===== config.mk =====
export PLATFORM = sky130hd
export DESIGN_NAME = reg_transfer_ctrl
export DESIGN_NICKNAME = d
export VERILOG_FILES = /design/src/rtl/reg_transfer_ctrl.sv
export SDC_FILE = /design/constraint.sdc
export NUM_CORES = 1
export LEC_CHECK = 0
export CAP_MARGIN = 20
export CORE_MARGIN = 10
export CORE_UTILIZATION = 45
export DETAILED_ROUTE_END_ITERATION = 16
export PLACE_DENSITY = 0.78
export SYNTH_ARGS = -nofsm -noshare
export SYNTH_HDL_FRONTEND = slang
export SYNTH_SLANG_ARGS = --single-unit

===== constraint.sdc =====
create_clock -name CLK -period 3.1 [get_ports CLK]
set_clock_uncertainty 0.05 [all_clocks]
set_input_delay 0.93 -clock CLK [delete_from_list [all_inputs] [get_ports CLK]]
set_output_delay 0.93 -clock CLK [all_outputs]
set_load 0.02 [all_outputs]

===== src/rtl/reg_transfer_ctrl.sv =====
// reg_transfer_ctrl: upstream control for a bank of four WIDTH-bit registers.
// Drives a shared data bus and a one-hot load vector to perform MOVE, INC,
// CLR and SWAP transfers, one request at a time. SWAP goes through an
// internal temp register over two load cycles.
// Optional build macro XFER_COUNT_EN adds an 8-bit saturating XFER_CNT
// output counting completed operations.
module reg_transfer_ctrl #(
  parameter int WIDTH = 3
) (
  input  logic             CLK,
  input  logic             RST_N,
  input  logic             START,
  input  logic [1:0]       OP,
  input  logic [1:0]       SRC,
  input  logic [1:0]       DST,
  input  logic [WIDTH-1:0] Q0,
  input  logic [WIDTH-1:0] Q1,
  input  logic [WIDTH-1:0] Q2,
  input  logic [WIDTH-1:0] Q3,
  output logic [WIDTH-1:0] BUS,
  output logic [3:0]       LOAD,
  output logic             BUSY,
  output logic             DONE
`ifdef XFER_COUNT_EN
  ,
  output logic [7:0]       XFER_CNT
`endif
);

  typedef enum logic [1:0] {IDLE, EXEC, SWAP2, FIN} state_t;
  typedef enum logic [1:0] {OP_MOVE, OP_INC, OP_CLR, OP_SWAP} op_t;

  state_t           state, state_next;
  op_t              op_q;
  logic [1:0]       src_q, dst_q;
  logic [WIDTH-1:0] tmp;
  logic [WIDTH-1:0] q [4];

  assign q[0] = Q0;
  assign q[1] = Q1;
  assign q[2] = Q2;
  assign q[3] = Q3;

  function automatic logic [3:0] onehot(input logic [1:0] idx);
    return 4'b0001 << idx;
  endfunction

  // State register, request latch and swap temp capture.
  // NOTE: sequential state uses non-blocking assignments so every flop
  // samples pre-edge values regardless of statement order.
  always_ff @(posedge CLK or negedge RST_N) begin
    if (!RST_N) begin
      state <= IDLE;
      op_q  <= OP_MOVE;
      src_q <= '0;
      dst_q <= '0;
      tmp   <= '0;
    end else begin
      state <= state_next;
      if (state == IDLE && START) begin
        op_q  <= op_t'(OP);
        src_q <= SRC;
        dst_q <= DST;
      end
      if (state == EXEC && op_q == OP_SWAP) tmp <= q[src_q];
    end
  end

  // Next-state and Moore output decode from state and latched request.
  // NOTE: every output gets a default first so no path infers a latch.
  always_comb begin
    state_next = state;
    BUS        = '0;
    LOAD       = 4'b0000;
    BUSY       = 1'b0;
    DONE       = 1'b0;
    case (state)
      IDLE: if (START) state_next = EXEC;
      EXEC: begin
        BUSY = 1'b1;
        case (op_q)
          OP_MOVE: begin
            BUS        = q[src_q];
            LOAD       = onehot(dst_q);
            state_next = FIN;
          end
          OP_INC: begin
            BUS        = q[src_q] + WIDTH'(1);
            LOAD       = onehot(dst_q);
            state_next = FIN;
          end
          OP_CLR: begin
            BUS        = '0;
            LOAD       = onehot(dst_q);
            state_next = FIN;
          end
          OP_SWAP: begin
            BUS        = q[dst_q];
            LOAD       = onehot(src_q);
            state_next = SWAP2;
          end
          default: state_next = FIN;
        endcase
      end
      SWAP2: begin
        BUSY       = 1'b1;
        BUS        = tmp;
        LOAD       = onehot(dst_q);
        state_next = FIN;
      end
      FIN: begin
        DONE       = 1'b1;
        state_next = IDLE;
      end
      default: state_next = IDLE;
    endcase
  end

`ifdef XFER_COUNT_EN
  // Completed-operation counter, saturating at 8'hFF.
  always_ff @(posedge CLK or negedge RST_N) begin
    if (!RST_N)                             XFER_CNT <= 8'h00;
    else if (state == FIN && XFER_CNT != 8'hFF) XFER_CNT <= XFER_CNT + 8'h01;
  end
`endif

endmodule

After elaboration in Yosys (flattened, before gate mapping)
Cells that the tools add are included.
- add/sub/neg operators: 1
- $lt $le $gt $ge: 2
- equal/unequal tests: 7
- shift operators: 2
- multiplexer cells: 15
- bitwise operators: 2
- reductions and logical operators: 6
- operator list (operator ; count):
    case mux 4 bit (2 select lines) ; 2
    binary-select mux 3 bit (select 2 bit) ; 2
    2-to-1 mux 3 bit ; 4
    case mux 3 bit (4 select lines) ; 1
    equality test 2 bit, second input constant ; 4
    case mux 2 bit (4 select lines) ; 1
    << shifter 1 x 2 -> 4 bit, first input constant ; 2
    greater-or-equal comparator 3 bit, second input constant ; 2
    inverter 2 -> 3 bit ; 2
    case mux 3 bit (2 select lines) ; 1
    equality test 2 x 1 -> 1 bit, second input constant ; 2
    logical NOT 2 bit ; 2
    case mux 2 bit (2 select lines) ; 1
    adder 3 x 1 -> 3 bit, second input constant ; 1
    OR reduction 3 bit ; 1
    logical AND 1 bit ; 2
    2-to-1 mux 1 bit ; 2
    2-to-1 mux 2 bit ; 1
    inequality test 2 bit, second input constant ; 1
    OR reduction 2 bit ; 1
- register bits after elaboration: 11
- output and inout bits: 9

Depth between registers and ports, before layout
- word-level depth: 7
- depth in mapped cells: 7

Worst setup path after synthesis
No wires, ideal clock.
- path kind: input -> output
- start: input port Q1[1]
- end: output port BUS[2]
- arrival: 2212 ps
- data required time: 2120 ps
- slack: -92 ps
- stages on the path: 6
- path through: mux4_1 -> ha_1 -> nand2_1 -> nand2_1 -> o31a_1 -> o21ai_0
- word-level cells in the longest chain between the ends: 6
- ends and longest elaborated chain (element ; line ; RTL):
    from (decl) ; 17 ; input logic [WIDTH-1:0] Q1,
    binary-select mux 3 bit (select 2 bit) ; 88 ; BUS = q[src_q] + WIDTH'(1);
    2-to-1 mux 3 bit (not written as such) (2 in a row) ; 88 ;
    adder 3 x 1 -> 3 bit ; 88 ;
    case mux 3 bit (4 select lines) ; 81 ; case (op_q)
    case mux 3 bit (2 select lines) ; 77 ; case (state)
    to (decl) ; 20 ; output logic [WIDTH-1:0] BUS,
Every way passes these cells. The select of a mux whose other input is x is not followed.

Worst setup path in the final report
- start: input port Q3[1]
- end: output port BUS[1]
- word-level cells in the longest chain between the ends: 6
- elaborated cells on any way between the ends: 9
- those cells by class: add/sub: 1; mux: 8
- ends and longest elaborated chain (element ; line ; RTL):
    from (decl) ; 19 ; input logic [WIDTH-1:0] Q3,
    binary-select mux 3 bit (select 2 bit) ; 83, 88 ;
    2-to-1 mux 3 bit (not written as such) (2 in a row) ; 83, 88 ;
    adder 3 x 1 -> 3 bit ; 88 ;
    case mux 3 bit (4 select lines) * ; 81 ;
    case mux 3 bit (2 select lines) * ; 77 ;
Every way passes the cells marked *; elsewhere a longest branch is shown, timed or not. The select of a mux whose other input is x is not followed.

==> results.toml <==
[clock_network]
hold_buffers = 0
insertion_delay_ns = 0.27
cts-root-buf = "clkbuf_4"
cts-buffers-inserted = 3
cts_sinks = 11
max-clock-path-buffers = 2
clk_pin_slew_ns = 0.07
cts.htree.levels = 1
cts_tree = "done"

[synthesis]
syn_inst = 98
ys.flop_type = "dfrtp_1"
synth.largest_area_cell = "dfrtp_1"
synth_seq_cells = 11
yosysWarningCount = 0
yosys-top-cells-area = "dfrtp_1 (30%), mux2_2 (9.7%), ha_1 (8.1%), mux2i_1 (6.5%), nand2_1 (5.3%)"
synth_top_area_share_pct = 29.7
ys_types = 33
syn-num-nets = 125
async_reset_ff_share_pct = 100
synth_edf_count = 0
yosysSeqAreaShare_pct = 29.7
synth_area_per_cell_um2 = 9.46
netlist_area_um2 = 927

[power]
vdd_drop_max_v = 0.000746
power_mw = 1.40
leakagePower_nw = 0.646
power_density_nw_per_um2 = 1040

[place]
hpwl_um = 2100
place.gp.congestion = 0.806
port_buffers = 29
dp.cells = 156

[detailed_routing]
ant_nets = 0
routed_wl_um = 2700
drc = 0
wire_per_inst_um = 16.8
first_iter_violations = 54
avgViaCountPerCell = 5.52
drtPass1Iterations = 4
route.vias.total = 888

[timing]
max-slew-margin-rel_pct = 66.8
period_share_pct = 106
hold_viol_final = 0
period_needed_ns = 3.30
slew_viol_final = 0
worstMarginPinSlew_ns = 0.496
worst_hold_slack_ns = 0.437
setup_viol = 3
setup_tns_ns = -0.463
setup_ws_ns = -0.201
rsz0062_at_grt = "yes"
max_freq_ghz = 0.303

[worst_setup_path]
crit_chain = "buf_2, mux4_2, ha_4, nor2b_2, nor3_2, o21ai_1, nand3_2, buf_6"
endpoint_kind = "primary output"
worst_ep_arrival_time_ns = 2.32
cpMaxStageDelayCell = "mux4_2"
crit_buf_inv = 2
crit_fanout = 2
critical_path_class = "input port to primary output"
critical-path-top-delay-family = "multiplexers"
startpoint_type = "input port"
crit_path_max_incr_delay_ns = 0.51
critPathRequiredTime_ns = 2.12

[floorplan]
die_y_um = 65.4
die_area_um2 = 4280
core_area_um2 = 1960
start_util_pct = 47.3
die_w_um = 65.4
ios = 30
num_rows = 16

[layout]
final_nets = 162
final_cells = 161
area_growth_pct = 44.9
mostFrequentLayoutCells = "nand2_1 (13), clkdlybuf4s50_1 (12), dfrtp_1 (11), buf_4 (11)"
num_antenna_cells = 0
drive_above_1_share_pct = 33.6
final_common_cell = "nand2_1"

[global_routing]
grt_pass1_vias = 948
grt_usage_pct = 13.0
grt_remaining_overflow = 0
antenna_found_initial = 0
grt_max_degree = 12
grt_pass1_wl_um = 4540

[outcome]
outcome = "finished with violations"
violations = "setup timing"

[flow_run]
maxCapViolCount = 0

[worst_hold_path]
min_path_type = "flop to flop"
## metrics by stage
step                utilization (%)  worst slack (ns)  area [um2]
floorplan                         -            0.0448         945
global placement               65.7            -0.948        1290
detailed placement             65.7            -0.983        1290
CTS                            67.1            -0.193        1320
global route                   68.5            -0.253        1340
finish                         68.5            -0.201        1340
## layout make-up
cell class / instances / area (um2)
inverters: 3 / 11.3
well taps: 27 / 33.8
repair buffers: 39 / 354
fillers: 175 / 618
flip-flops and latches: 11 / 275
clock buffers: 4 / 26.3
multi-input cells: 77 / 643
## metal layers
metal  vias up  track usage [%]  share of wire [%]
met5         -                0                  0
met1       425             15.3                 45
met2        32             22.2                 49
met3         5             3.22                4.4
met4         0             4.28                1.3
li1        426                -                  -
## path summary, 6_finish.rpt
check	from	to	slack, ns	cells past startpoint
max in group asynchronous	RST_N	tmp[0]	1.73	1
worst min-delay path	tmp[0]	tmp[0]	0.44	2
worst min register to register	tmp[0]	tmp[0]	0.44	2
min in group asynchronous	RST_N	src_q[0]	0.94	1
worst max register to register	state[0]	state[1]	1.58	4
worst max-delay path	Q3[1]	BUS[1]	-0.20	8
## Yosys cell counts, types with 3 or more instances
cell type  count
nand2_1       13
dfrtp_1       11
mux2_2         8
nand3_1        8
ha_1           6
mux2i_1        6
o21ai_0        5
inv_1          3
nor2_1         3
nor3_1         3
o22ai_1        3
## state kept, by name, indices dropped and copies added (netlist names)
signal	cells
tmp	3
op_q	2
state	2
src_q	2
dst_q	2
## report_power, final
group / switching, mW / internal, mW
Clock: 0.0531 / 0.0498
Combinational: 0.456 / 0.494
Sequential: 0.131 / 0.218
Total: 0.640 / 0.762
## cell families (layout without fill, tap and decap cells)
| group | after synthesis | count (layout) | share of synthesized area, % |
|---|---|---|---|
| flops | 11 | 11 | 29.7 |
| mux | 17 | 17 | 23.9 |
| fa+ha+maj | 6 | 6 | 8.10 |
| buf+inv | 10 | 46 | 6.34 |
| simple gates | 35 | 35 | 17.9 |
| compound gates | 19 | 19 | 14.0 |
## worst min-delay path: cells and delay by family, from the launching register on
family	cells	cell delay, ns
and+or+nand+nor	2	0.11
DFF	1	0.35
## timing repair
item | in CTS | in global routing
pin swaps | 3 | 5
gates cloned | 0 | 0
resized for setup | 56 | 8
endpoints found under the setup margin | 7 | 6
setup buffers | 1 | 0
Note: power is estimated with default switching activity, not from simulation.
